[src/rtl/fifo_byte_reader_pkg.sv]
// Shared constants, state type and sizing helper for the FIFO byte reader.
package fifo_byte_reader_pkg;

    localparam int unsigned BYTE_W = 8;

    typedef enum logic {
        StEmpty,
        StHold
    } rd_state_e;

    // Byte index width; a single-byte word still needs a 1-bit counter.
    function automatic int unsigned calc_idx_w(input int unsigned nb);
        return (nb > 1) ? $clog2(nb) : 1;
    endfunction

endpackage

[src/rtl/fifo_byte_reader_if.sv]
// FIFO read port plus byte-stream handshake; master is the reader, slave the environment.
interface fifo_byte_reader_if #(
    parameter int unsigned DATA_WIDTH = 32
) ();

    logic                  fifo_empty;
    logic [DATA_WIDTH-1:0] fifo_rdata;
    logic                  fifo_ren;
    logic                  out_valid;
    logic                  out_ready;
    logic [7:0]            out_data;
    logic                  out_last;

    modport master (
        input  fifo_empty,
        input  fifo_rdata,
        input  out_ready,
        output fifo_ren,
        output out_valid,
        output out_data,
        output out_last
    );

    modport slave (
        output fifo_empty,
        output fifo_rdata,
        output out_ready,
        input  fifo_ren,
        input  out_valid,
        input  out_data,
        input  out_last
    );

endinterface

[src/rtl/fifo_byte_reader_mux.sv]
// Pure byte-lane selector: picks byte i_idx (or its mirror when MSB_FIRST) out of i_word.
module fifo_byte_reader_mux
    import fifo_byte_reader_pkg::*;
#(
    parameter int unsigned DATA_WIDTH = 32,
    parameter int unsigned IDX_W      = 2,
    parameter bit          MSB_FIRST  = 1'b0
) (
    input  logic [DATA_WIDTH-1:0] i_word,
    input  logic [IDX_W-1:0]      i_idx,
    output logic [BYTE_W-1:0]     o_byte
);

    localparam int unsigned NB = DATA_WIDTH / BYTE_W;

    logic [IDX_W-1:0] w_lane;

    always_comb begin
        w_lane = MSB_FIRST ? (IDX_W'(NB - 1) - i_idx) : i_idx;
        o_byte = i_word[BYTE_W * w_lane +: BYTE_W];
    end

endmodule

[src/rtl/fifo_byte_reader.sv]
// Drains words from a first-word-fall-through FIFO and emits them one byte per clock.
module fifo_byte_reader
    import fifo_byte_reader_pkg::*;
#(
    parameter int unsigned DATA_WIDTH = 32,
    parameter bit          MSB_FIRST  = 1'b0
) (
    input  logic               i_clk,
    input  logic               i_arst_n,
    input  logic               i_flush,
    fifo_byte_reader_if.master bus,
    output logic               o_busy
);

    localparam int unsigned NB    = DATA_WIDTH / BYTE_W;
    localparam int unsigned IDX_W = calc_idx_w(NB);

    if ((DATA_WIDTH % BYTE_W) != 0 || DATA_WIDTH < BYTE_W) begin : g_width_check
        $error("fifo_byte_reader: DATA_WIDTH must be a non-zero multiple of 8");
    end

    rd_state_e             r_state;
    logic [DATA_WIDTH-1:0] r_word;
    logic [IDX_W-1:0]      r_idx;

    logic w_word_valid;
    logic w_last;
    logic w_accept;
    logic w_ren;

    always_comb begin
        w_word_valid = (r_state == StHold);
        w_last       = (r_idx == IDX_W'(NB - 1));
        w_accept     = bus.out_valid & bus.out_ready;
        // Pop on empty holder, or in the same cycle the final byte leaves (no bubble).
        w_ren        = i_arst_n & ~bus.fifo_empty & ~i_flush
                     & (~w_word_valid | (bus.out_ready & w_last));
    end

    assign bus.fifo_ren  = w_ren;
    assign bus.out_valid = w_word_valid & ~i_flush;
    assign bus.out_last  = w_word_valid & w_last;
    assign o_busy        = w_word_valid | w_ren;

    always_ff @(posedge i_clk or negedge i_arst_n) begin
        if (!i_arst_n) begin
            r_state <= StEmpty;
            r_word  <= '0;
            r_idx   <= '0;
        end else if (i_flush) begin
            r_state <= StEmpty;
            r_idx   <= '0;
        end else if (w_ren) begin
            r_state <= StHold;
            r_word  <= bus.fifo_rdata;
            r_idx   <= '0;
        end else if (w_accept) begin
            if (w_last) begin
                r_state <= StEmpty;
            end else begin
                r_idx <= r_idx + IDX_W'(1);
            end
        end
    end

    fifo_byte_reader_mux #(
        .DATA_WIDTH(DATA_WIDTH),
        .IDX_W     (IDX_W),
        .MSB_FIRST (MSB_FIRST)
    ) u_mux (
        .i_word(r_word),
        .i_idx (r_idx),
        .o_byte(bus.out_data)
    );

endmodule

[src/flat_wrapper.sv]
// flat-port wrapper written by rule: the top's interface ports become plain ports
module fifo_byte_reader_flat import fifo_byte_reader_pkg::*;
#(
    parameter int unsigned DATA_WIDTH = 32,
    parameter bit          MSB_FIRST  = 1'b0
)
  (i_clk, i_arst_n, i_flush, o_busy, bus_fifo_empty, bus_fifo_rdata, bus_out_ready, bus_fifo_ren, bus_out_valid, bus_out_data, bus_out_last);
  fifo_byte_reader_if #(.DATA_WIDTH(DATA_WIDTH)) bus_i ();
  input  logic i_clk;
  input  logic i_arst_n;
  input  logic i_flush;
  output logic o_busy;
  input wire logic [$bits(bus_i.fifo_empty)-1:0] bus_fifo_empty;
  input wire logic [$bits(bus_i.fifo_rdata)-1:0] bus_fifo_rdata;
  input wire logic [$bits(bus_i.out_ready)-1:0] bus_out_ready;
  output wire logic [$bits(bus_i.fifo_ren)-1:0] bus_fifo_ren;
  output wire logic [$bits(bus_i.out_valid)-1:0] bus_out_valid;
  output wire logic [$bits(bus_i.out_data)-1:0] bus_out_data;
  output wire logic [$bits(bus_i.out_last)-1:0] bus_out_last;
  assign bus_i.fifo_empty = bus_fifo_empty;
  assign bus_i.fifo_rdata = bus_fifo_rdata;
  assign bus_i.out_ready = bus_out_ready;
  assign bus_fifo_ren = bus_i.fifo_ren;
  assign bus_out_valid = bus_i.out_valid;
  assign bus_out_data = bus_i.out_data;
  assign bus_out_last = bus_i.out_last;
  fifo_byte_reader #(.DATA_WIDTH(DATA_WIDTH), .MSB_FIRST(MSB_FIRST)) u_core (.i_clk(i_clk), .i_arst_n(i_arst_n), .i_flush(i_flush), .bus(bus_i), .o_busy(o_busy));
endmodule
[config.mk]
export PLATFORM = sky130hd
export DESIGN_NAME = fifo_byte_reader_flat
export DESIGN_NICKNAME = d
export VERILOG_FILES = /design/src/rtl/fifo_byte_reader_pkg.sv /design/src/rtl/fifo_byte_reader_if.sv /design/src/rtl/fifo_byte_reader_mux.sv /design/src/rtl/fifo_byte_reader.sv /design/src/flat_wrapper.sv
export SDC_FILE = /design/constraint.sdc
export NUM_CORES = 1
export LEC_CHECK = 0
export ABC_AREA = 1
export CAP_MARGIN = 20
export CORE_MARGIN = 2
export CORE_UTILIZATION = 44
export CTS_CLUSTER_SIZE = 10
export DETAILED_ROUTE_END_ITERATION = 16
export PLACE_DENSITY = 0.72
export SLEW_MARGIN = 20
export SYNTH_ARGS = -nofsm -noshare
export SYNTH_HDL_FRONTEND = slang
export SYNTH_HIERARCHICAL = 1
export SYNTH_SLANG_ARGS = --single-unit
[constraint.sdc]
create_clock -name i_clk -period 1.3 [get_ports i_clk]
set_clock_uncertainty 0.1 [all_clocks]
set_input_delay 0.195 -clock i_clk [delete_from_list [all_inputs] [get_ports i_clk]]
set_output_delay 0.195 -clock i_clk [all_outputs]
set_load 0.05 [all_outputs]
==> metrics <==
status finished with violations; failing checks setup timing; worst flop-to-flop path endpoint u_core/r_word[8]; CTS tree done; global-route wire length before repair 8380 um; Max VDD drop 0.840 mV; Synth-to-Final Area Change 84.3%; Power, Total 3.84 mW; Clock Tree Root clkbuf_8; R2R setup slack -0.37 ns; final antenna-violating net count 0; post-layout util 0.855; Die Y-Extent 69.4 um; Slew headroom 0.707; IO buf count 48; most area-hungry cell type in the Yosys netlist dfrtp_1; largest net degree at the start of global routing 35; FP Rows 23; worst path cell trace buf_6, buf_6, nand2_2, nand3_2, nand2_4, buf_12; syn avg cell area 7.21 um2; CP most frequent cell buf_6; Post-synth EDFFs 0; crit-path max cell delay 0.47 ns; worst r2r path cells 9; Synth area leaders dfrtp_1, nand2_1, inv_1; Hold Path Origin i_arst_n; critical path data arrival time 1.45 ns; mean number of vias per cell 5.18; Static Leakage 1.80 nW; Final min period 1.75 ns; Slew Viols, Final 0; area share of the largest cell type after synthesis 0.465; final worst path period share 1.34; cell count after synthesis 261; Post-Syn Area 0.00188 mm2; sequential fraction of the synthesis area 0.465; Clock Path Buffers 2; top-count cell post-synth nand2_1; asr flop ratio synth 1.00; Mapped Nets 299; proportion of layout cells with a drive suffix above 1 0.493; critical path type reg2out; final hold vios 0; final std cells w/o fill 391; fmax 573 MHz; Core Region 0.00406 mm2; total gr overflow 0; detailed router's first-iteration violation count 169; DPL Wire Length 3150 um; routability cong. 0.820; worst min path class in2reg; Post-synth top cells nand2_1, inv_1, dfrtp_1; Worst Path Required 1.00 ns; CP Depth 6; number of max-cap violations 0; fin worst setup slack -0.446 ns; crit-path max FO 5; DR WL/cell 17.6 um; Die W 69.4 um; CP startpoint u_core/r_idx[0]; final setup fails 46; nets 378; Starting Density 0.464; reg2reg start u_core/r_idx[0]; Yosys reg bits 35; dpl cells 365; Worst Tran Pin Value 0.440 ns; Netlist cell types 20; Primary FF master, synth dfrtp_1; worst path bufs/invs 3; CP Launch Type flop; crit path max-delay cell type dfrtp_2; Top Family by Delay on Critical Path flip-flops; via count 2,026; DRC viols 0; power per cell area 1110 mW/mm2; die area 0.00482 mm2; RSZ-0062 raised after global routing true; DR pass1 iterations 4; antenna cells 0; filler instances 203; gr usage total 0.224; worst setup path endpoint bus_out_data[7]; Num CTS Buffers 5; Clock transition at path regs 0.07 ns; vias in the first global route 1,791; H-tree depth 2; CTS Sinks 35; synth warn 6; clock latency on the worst-skew pair 0.30 ns; initial antenna violation count 0; crit path capture type output port; num ports 49; Post-Route WL 6870 um
where the power goes:
part	total (mW)	switching [mW]	internal, mW	leakage (nW)
registers	1.45	0.174	1.28	0.437
clock network	0.879	0.396	0.484	0.0515
logic	1.51	0.801	0.704	1.31
layout by cell type (no fill, tap or decap), types with 4 or more instances in the layout:
cell type	n
dfrtp_1	34
clkdlybuf4s50_1	33
nand2_4	30
clkbuf_8	7
nand2_2	54
nand3_2	13
buf_6	14
buf_12	13
inv_1	35
buf_4	8
buf_8	4
nand2_1	62
metrics by stage:
step / hold slack (ns) / setup TNS [ns] / cell area [um2] / worst slack [ns]
final: 0.185 / -13.95 / 3470 / -0.446
after global placement: -0.0790 / -6.67 / 2690 / -0.190
after floorplan: -0.201 / -1.20 / 1990 / -0.0684
after detailed placement: -0.0775 / -8.22 / 2690 / -0.252
after CTS: 0.181 / -11.87 / 2990 / -0.381
after global routing: 0.179 / -16.09 / 3470 / -0.483
metal layers:
layer / GRT usage / share of wire
met1: 0.301 / 0.39
met2: 0.348 / 0.53
met3: 0.0552 / 0.064
met4: 0.0915 / 0.018
met5: 0 / 0
tightest hold or removal path, delay by kind of cell:
family / cells / cell delay (ns)
AOI/OAI and AO/OA: 1 / 0.07
buffers and inverters: 1 / 0.14
and+or+nand+nor: 1 / 0.14
kinds of logic after synthesis:
group / count (synthesis) / synth area share
buf+inv: 52 / 0.133
fa+ha+maj: 1 / 0.00664
simple gates: 171 / 0.390
flops: 35 / 0.465
compound gates: 2 / 0.00531
state kept, by name (all words and copies together), names as in the netlist:
signal          count
u_core/r_word      32
u_core/r_idx        2
u_core/r_state      1
repair_timing:
item | 4_1_cts | 5_1_grt
pin swaps | 14 | 21
hold endpoints to repair | 35 | 0
gates cloned | 3 | 5
hold buffers | 1 | 0
resized for setup | 27 | 114
endpoints found under the setup margin | 47 | 47
setup buffers | 4 | 6
how the worst min path moves through the flow:
stage                 endpoint  cells past startpoint
2_1_floorplan  u_core/r_idx[0]                      0
3_5_place_dp    u_core/r_state                      1
4_1_cts         u_core/r_state                      3
3_3_place_gp    u_core/r_state                      1
5_1_grt         u_core/r_state                      3
6_report        u_core/r_state                      3
area by class of cell:
class / count / area [um2] / area share
Inverter: 42 / 175 / 0.0505
Timing Repair Buffer: 81 / 1030 / 0.297
Multi-Input combinational cell: 174 / 1220 / 0.351
Clock buffer: 8 / 100 / 0.0288
Tap cell: 50 / 62.6 / 0.0180
Sequential cell: 35 / 877 / 0.253
Timing Repair inverter: 1 / 6.26 / 0.00180
No activity file was read; power rests on OpenSTA's default activity.
